`config.mk`:
```
export PLATFORM = sky130hd
export DESIGN_NAME = button_seq_driver
export DESIGN_NICKNAME = d
export VERILOG_FILES = /design/src/rtl/button_seq_pkg.sv /design/src/rtl/button_seq_timer.sv /design/src/rtl/button_seq_driver.sv
export SDC_FILE = /design/constraint.sdc
export NUM_CORES = 1
export LEC_CHECK = 0
export CAP_MARGIN = 20
export CORE_MARGIN = 2
export CORE_UTILIZATION = 53
export CTS_BUF_LIST = sky130_fd_sc_hd__clkbuf_8 sky130_fd_sc_hd__clkbuf_16
export DETAILED_ROUTE_END_ITERATION = 12
export HOLD_SLACK_MARGIN = 0.02
export PLACE_DENSITY = 0.76
export SYNTH_ARGS = -nofsm -noshare
export SYNTH_HDL_FRONTEND = slang
export SYNTH_SLANG_ARGS = --single-unit
```
`constraint.sdc`:
```
create_clock -name clk -period 2.5 [get_ports clk]
set_input_delay 0.625 -clock clk [delete_from_list [all_inputs] [get_ports clk]]
set_output_delay 0.625 -clock clk [all_outputs]
set_load 0.01 [all_outputs]
```
`src/rtl/button_seq_pkg.sv`:
```
// Shared state and direction encodings for the button sequence driver.
// The abort feature of the driver is enabled by defining BUTTON_SEQ_ABORT_EN.
package button_seq_pkg;

    localparam logic [1:0] ST_IDLE  = 2'd0;
    localparam logic [1:0] ST_PRESS = 2'd1;
    localparam logic [1:0] ST_GAP   = 2'd2;
    localparam logic [1:0] ST_DONE  = 2'd3;

    typedef enum logic [1:0] {
        IDLE  = ST_IDLE,
        PRESS = ST_PRESS,
        GAP   = ST_GAP,
        DONE  = ST_DONE
    } state_t;

    localparam logic DIR_UP   = 1'b1;
    localparam logic DIR_DOWN = 1'b0;

endpackage

```
`src/rtl/button_seq_timer.sv`:
```
// Loadable down-counter with terminal-count flag; times both the button hold
// and the post-release gap.
module button_seq_timer
    import button_seq_pkg::*;
#(
    parameter int TW = 8
) (
    input  logic          clk,
    input  logic          rst_neg,
    input  logic          load_i,
    input  logic [TW-1:0] load_val_i,
    output logic          tc_o
);

    logic [TW-1:0] count_q, count_d;

    // Saturates at zero so tc stays asserted until the next load.
    always_comb begin
        count_d = count_q;
        if (load_i) begin
            count_d = load_val_i;
        end else if (count_q != '0) begin
            count_d = count_q - 1'b1;
        end
    end

    always_ff @(posedge clk or negedge rst_neg) begin
        if (!rst_neg) begin
            count_q <= '0;
        end else begin
            count_q <= count_d;
        end
    end

    assign tc_o = (count_q == '0);

endmodule

```
`src/rtl/button_seq_driver.sv`:
```
// Steps a downstream up/down button counter to a requested target along the
// shortest modular path. Define BUTTON_SEQ_ABORT_EN to add abort/aborted.
module button_seq_driver
    import button_seq_pkg::*;
#(
    parameter int N           = 4,
    parameter int HOLD_CYCLES = 4,
    parameter int GAP_CYCLES  = 4,
    parameter int TW          = 8
) (
    input  logic         clk,
    input  logic         rst_neg,
    // start is taken only on a cycle where ready is high; the request then
    // runs to completion and finishes with a single done pulse.
    input  logic         start,
    input  logic [N-1:0] target,
`ifdef BUTTON_SEQ_ABORT_EN
    input  logic         abort,
    output logic         aborted,
`endif
    output logic         ready,
    output logic         done,
    output logic         but_up,
    output logic         but_down,
    output logic [N-1:0] cur_count,
    output state_t       dbg_state
);

    localparam logic [TW-1:0] HOLD_LOAD = TW'(HOLD_CYCLES - 1);
    localparam logic [TW-1:0] GAP_LOAD  = TW'(GAP_CYCLES - 1);
    localparam logic [N-1:0]  HALF      = N'(2 ** (N - 1));

    state_t        state_q, state_d;
    logic [N-1:0]  tgt_q, tgt_d;
    logic [N-1:0]  cnt_q, cnt_d;
    logic [N-1:0]  diff;
    logic          dir_q, dir_d;
    logic          ready_q, done_q, up_q, down_q;
    logic          tmr_load;
    logic [TW-1:0] tmr_val;
    logic          tmr_tc;

`ifdef BUTTON_SEQ_ABORT_EN
    logic abort_req;
    logic aborted_q;
    assign abort_req = abort;
`else
    localparam logic abort_req = 1'b0;
`endif

    button_seq_timer #(.TW(TW)) u_timer (
        .clk        (clk),
        .rst_neg    (rst_neg),
        .load_i     (tmr_load),
        .load_val_i (tmr_val),
        .tc_o       (tmr_tc)
    );

    assign diff = target - cnt_q;

    always_comb begin
        state_d  = state_q;
        tgt_d    = tgt_q;
        cnt_d    = cnt_q;
        dir_d    = dir_q;
        tmr_load = 1'b0;
        tmr_val  = HOLD_LOAD;
        case (state_q)
            IDLE: begin
                if (start) begin
                    tgt_d = target;
                    if (diff == '0) begin
                        state_d = DONE;
                    end else begin
                        // Exactly half-way round is resolved upwards.
                        dir_d    = (diff <= HALF) ? DIR_UP : DIR_DOWN;
                        state_d  = PRESS;
                        tmr_load = 1'b1;
                        tmr_val  = HOLD_LOAD;
                    end
                end
            end
            PRESS: begin
                if (tmr_tc || abort_req) begin
                    // Shadow count moves on release, like the downstream counter.
                    cnt_d    = (dir_q == DIR_UP) ? cnt_q + 1'b1 : cnt_q - 1'b1;
                    state_d  = abort_req ? DONE : GAP;
                    tmr_load = 1'b1;
                    tmr_val  = GAP_LOAD;
                end
            end
            GAP: begin
                if (abort_req) begin
                    state_d = DONE;
                end else if (tmr_tc) begin
                    if (cnt_q == tgt_q) begin
                        state_d = DONE;
                    end else begin
                        state_d  = PRESS;
                        tmr_load = 1'b1;
                        tmr_val  = HOLD_LOAD;
                    end
                end
            end
            DONE: begin
                state_d = IDLE;
            end
            default: begin
                state_d = IDLE;
            end
        endcase
    end

    always_ff @(posedge clk or negedge rst_neg) begin
        if (!rst_neg) begin
            state_q <= IDLE;
            tgt_q   <= '0;
            cnt_q   <= '0;
            dir_q   <= DIR_UP;
            ready_q <= 1'b1;
            done_q  <= 1'b0;
            up_q    <= 1'b0;
            down_q  <= 1'b0;
        end else begin
            state_q <= state_d;
            tgt_q   <= tgt_d;
            cnt_q   <= cnt_d;
            dir_q   <= dir_d;
            ready_q <= (state_d == IDLE);
            done_q  <= (state_d == DONE);
            up_q    <= (state_d == PRESS) && (dir_d == DIR_UP);
            down_q  <= (state_d == PRESS) && (dir_d == DIR_DOWN);
        end
    end

`ifdef BUTTON_SEQ_ABORT_EN
    always_ff @(posedge clk or negedge rst_neg) begin
        if (!rst_neg) begin
            aborted_q <= 1'b0;
        end else begin
            aborted_q <= abort_req && ((state_q == PRESS) || (state_q == GAP));
        end
    end
    assign aborted = aborted_q;
`endif

    assign ready     = ready_q;
    assign done      = done_q;
    assign but_up    = up_q;
    assign but_down  = down_q;
    assign cur_count = cnt_q;
    assign dbg_state = state_q;

endmodule

```
==> results.ini <==
[outcome]
status = complete, no violations

[drt]
drt_iter0_drc = 9
wl_per_cell_um = 13.68
vias = 928
drc = 0
drtAntennaViolNets = 0
drt_wl_total_um = 2408
dr.pass1.iters = 4
via_per_inst = 5.273

[grt]
grt_pass1_wl_um = 4071
grt_max_degree = 24
met3_usage_pct = 3.390
grt_antenna_before_repair = 0
grt_usage_pct = 20.50
met1_usage_pct = 25.55
met2_usage_pct = 34.79
globalRouteOverflowTotal = 0
grt_busiest_layer = met2
grt_pass1_vias = 924

[floorplanning]
die_area_um2 = 2819
die_h_um = 53.10
core-area_um2 = 2255
ios = 17
rows = 17
start_util_pct = 56.66
die_w_um = 53.10

[timing]
relSlewSlack_pct = 73.82
skew_ns = 0.005378
final.period_utilization_pct = 94.50
period_needed_ns = 2.363
finalSetupViolations = 0
max_slew.worst_pin.slew_ns = 0.3897
hold_viol = 0
fmax_mhz = 423.3
slew_viol_final = 0
rsz0062_at_grt = no

[critical_path]
critPathSlowestCell = clkdlybuf4s50_1
cp-end-kind = flop
max_stage_delay_ns = 0.47
crit_family = compound AO/OA/AOI/OAI gates
reg2reg_from = cur_count[1]
crit_chain = clkdlybuf4s50_1 -> inv_1 -> ha_1 -> nand3b_1 -> and3_1 -> o41a_1 -> o21bai_4 -> nand2b_1
critPathLaunch = target[0]
arrival_ns = 2.52
crit_type = input port to flop
required_ns = 2.66
startpoint_type = input port
worst-path-max-fanout = 7
cp_num_buf_inv = 2

[finish]
fin_area_um2 = 1574
final_core_util_pct = 69.81
nets = 163
insertedDiodeCount = 0
drive_gt1_share_pct = 16.89
syn_to_final_growth_pct = 23.21

[power]
power_density_nw_per_um2 = 1221
pwr-share-clk_pct = 12.0
p_switching_uw = 757.8
p_comb_share_pct = 51.8
ir_drop_v = 0.0006954
p_seq_share_pct = 36.1
p_leak_uw = 0.0007057
netSwitchingFraction_pct = 39.43
p_int_uw = 1164

[placed_design]
place_congestion = 0.7466
dpl.hpwl_um = 1792
postPlaceCellArea_um2 = 1506
io_buffer_count = 16

[clock_tree]
numCtsBuffers = 3
clock_latency_ns = 0.27
clk_path_buf_depth = 2
cts.root.buffer_cell = clkbuf_8
cts_max_level = 1
clkSinkCount = 23
cts_tree = yes
clkTransAtPathRegs_ns = 0.08
cts_setup_buffers = 0

[logic_synthesis]
ys.flop_type = dfrtp_1
synthArstFlopShare_pct = 100.0
yosys_warnings = 0
syn_avg_cell_area_um2 = 10.30
synth_seq_cells = 23
ys_types = 35
ys_seq_area_share_pct = 45.25
syn_inst = 124
synth_area_um2 = 1277
synth_edf_count = 0
syn_nets = 138

[hold_path]
holdCritStartpoint = tgt_q[2]
min_path_type = flop to flop

[flow_run]
cap_violations = 0

cell usage after synthesis, types with 2 or more instances:
cell	count	area share, %
a21o_1	2	1.2
a21o_2	2	1.4
a21oi_1	6	2.4
and3_1	2	0.98
dfrtp_1	21	41
dfstp_2	2	4.1
ha_1	6	5.9
inv_1	9	2.6
mux2_2	4	3.5
nand2_1	8	2.4
nand2b_1	5	2.4
nand3_1	3	1.2
nand3b_1	2	1.2
nor2_1	9	2.6
nor2b_1	3	1.5
nor3_1	4	1.6
o21ai_0	6	2.4
xnor2_1	10	6.9
xor2_1	4	2.7
power groups by stage:
stage / combinational [µW] / sequential, µW / clock, µW
2_1_floorplan: 631 / 706 / 0
3_3_place_gp: 944 / 690 / 0
3_5_place_dp: 967 / 699 / 0
4_1_cts: 982 / 693 / 234
5_1_grt: 1120 / 716 / 251
6_report: 997 / 694 / 232
routing by layer:
metal / wire length [µm] / up-vias
met1: 1122 / 439
met2: 1194 / 11
met3: 45 / 5
met5: 0 / -
li1: - / 473
met4: 46 / 0
placed cells by master (no fill, tap or decap), types with 2 or more instances in the layout:
cell,netlist,routed
nor2b_1,3,3
inv_1,9,9
a21o_1,2,2
ha_1,6,6
buf_4,0,5
o21ai_0,6,6
dfstp_2,2,2
xnor2_1,10,10
clkdlybuf4s50_1,0,16
nor3_1,4,4
a21o_2,2,2
dfrtp_1,21,21
xor2_1,4,4
a21oi_2,1,2
nand2b_1,5,5
mux2_2,4,4
a21oi_1,6,5
nand3b_1,2,2
nor2_1,9,9
clkbuf_8,0,3
and3_1,2,2
nand2_1,8,8
nand3_1,3,3
registers in the layout (all words and copies together), names as in the netlist:
signal,flops
but_up,1
dbg_state,2
done,1
cur_count,4
but_down,1
u_timer.count_q,8
ready,1
tgt_q,4
dir_q,1
logic make-up (layout without fill, tap and decap cells):
group | Yosys count | after routing | synth area share [%]
and+or+nand+nor | 42 | 42 | 18.71
AOI/OAI and AO/OA | 23 | 23 | 11.75
DFF | 23 | 23 | 45.25
xor gates and xnor gates | 14 | 14 | 9.598
buffers and inverters | 10 | 34 | 2.938
adders and majority gates | 7 | 7 | 7.444
muxes | 5 | 5 | 4.309
per-stage QoR:
stage | power (µW) | hold slack, ns | setup WS, ns | setup TNS (ns) | cells
final | 1922 | 0.5320 | 0.1374 | 0 | 176
after floorplan | 1337 | 0.3294 | 0.3717 | 0 | 124
after CTS | 1909 | 0.5352 | 0.06706 | 0 | 176
after detailed placement | 1666 | 0.5177 | -0.1996 | -1.219 | 172
after global routing | 2084 | 0.5442 | 0.02676 | 0 | 176
after global placement | 1635 | 0.5097 | -0.1651 | -0.8935 | 172
final cells by class:
class	count	area (µm²)
inverter	9	33.78
sequential	23	578.1
tap	28	35.03
fill	178	680.7
multi-input combinational	91	683.2
timing repair buffer	21	197.7
clock buffer	3	41.29
clock inverter	1	5.005
path summary, 6_finish.rpt:
kind	cells after the start	endpoint	slack [ns]
setup / recovery	8	u_timer.count_q[1]	0.14
hold / removal	1	tgt_q[2]	0.53
setup reg to reg	7	u_timer.count_q[1]	0.44
hold reg to reg	1	tgt_q[2]	0.53
max in group asynchronous	2	dir_q	1.51
min in group asynchronous	2	u_timer.count_q[2]	0.71
what timing repair did:
action / in CTS / in global routing
endpoints found under the setup margin: 0 / 8
resized for setup: 0 / 4
hold buffers: 0 / 0
Note: power is estimated with default switching activity, not from simulation.
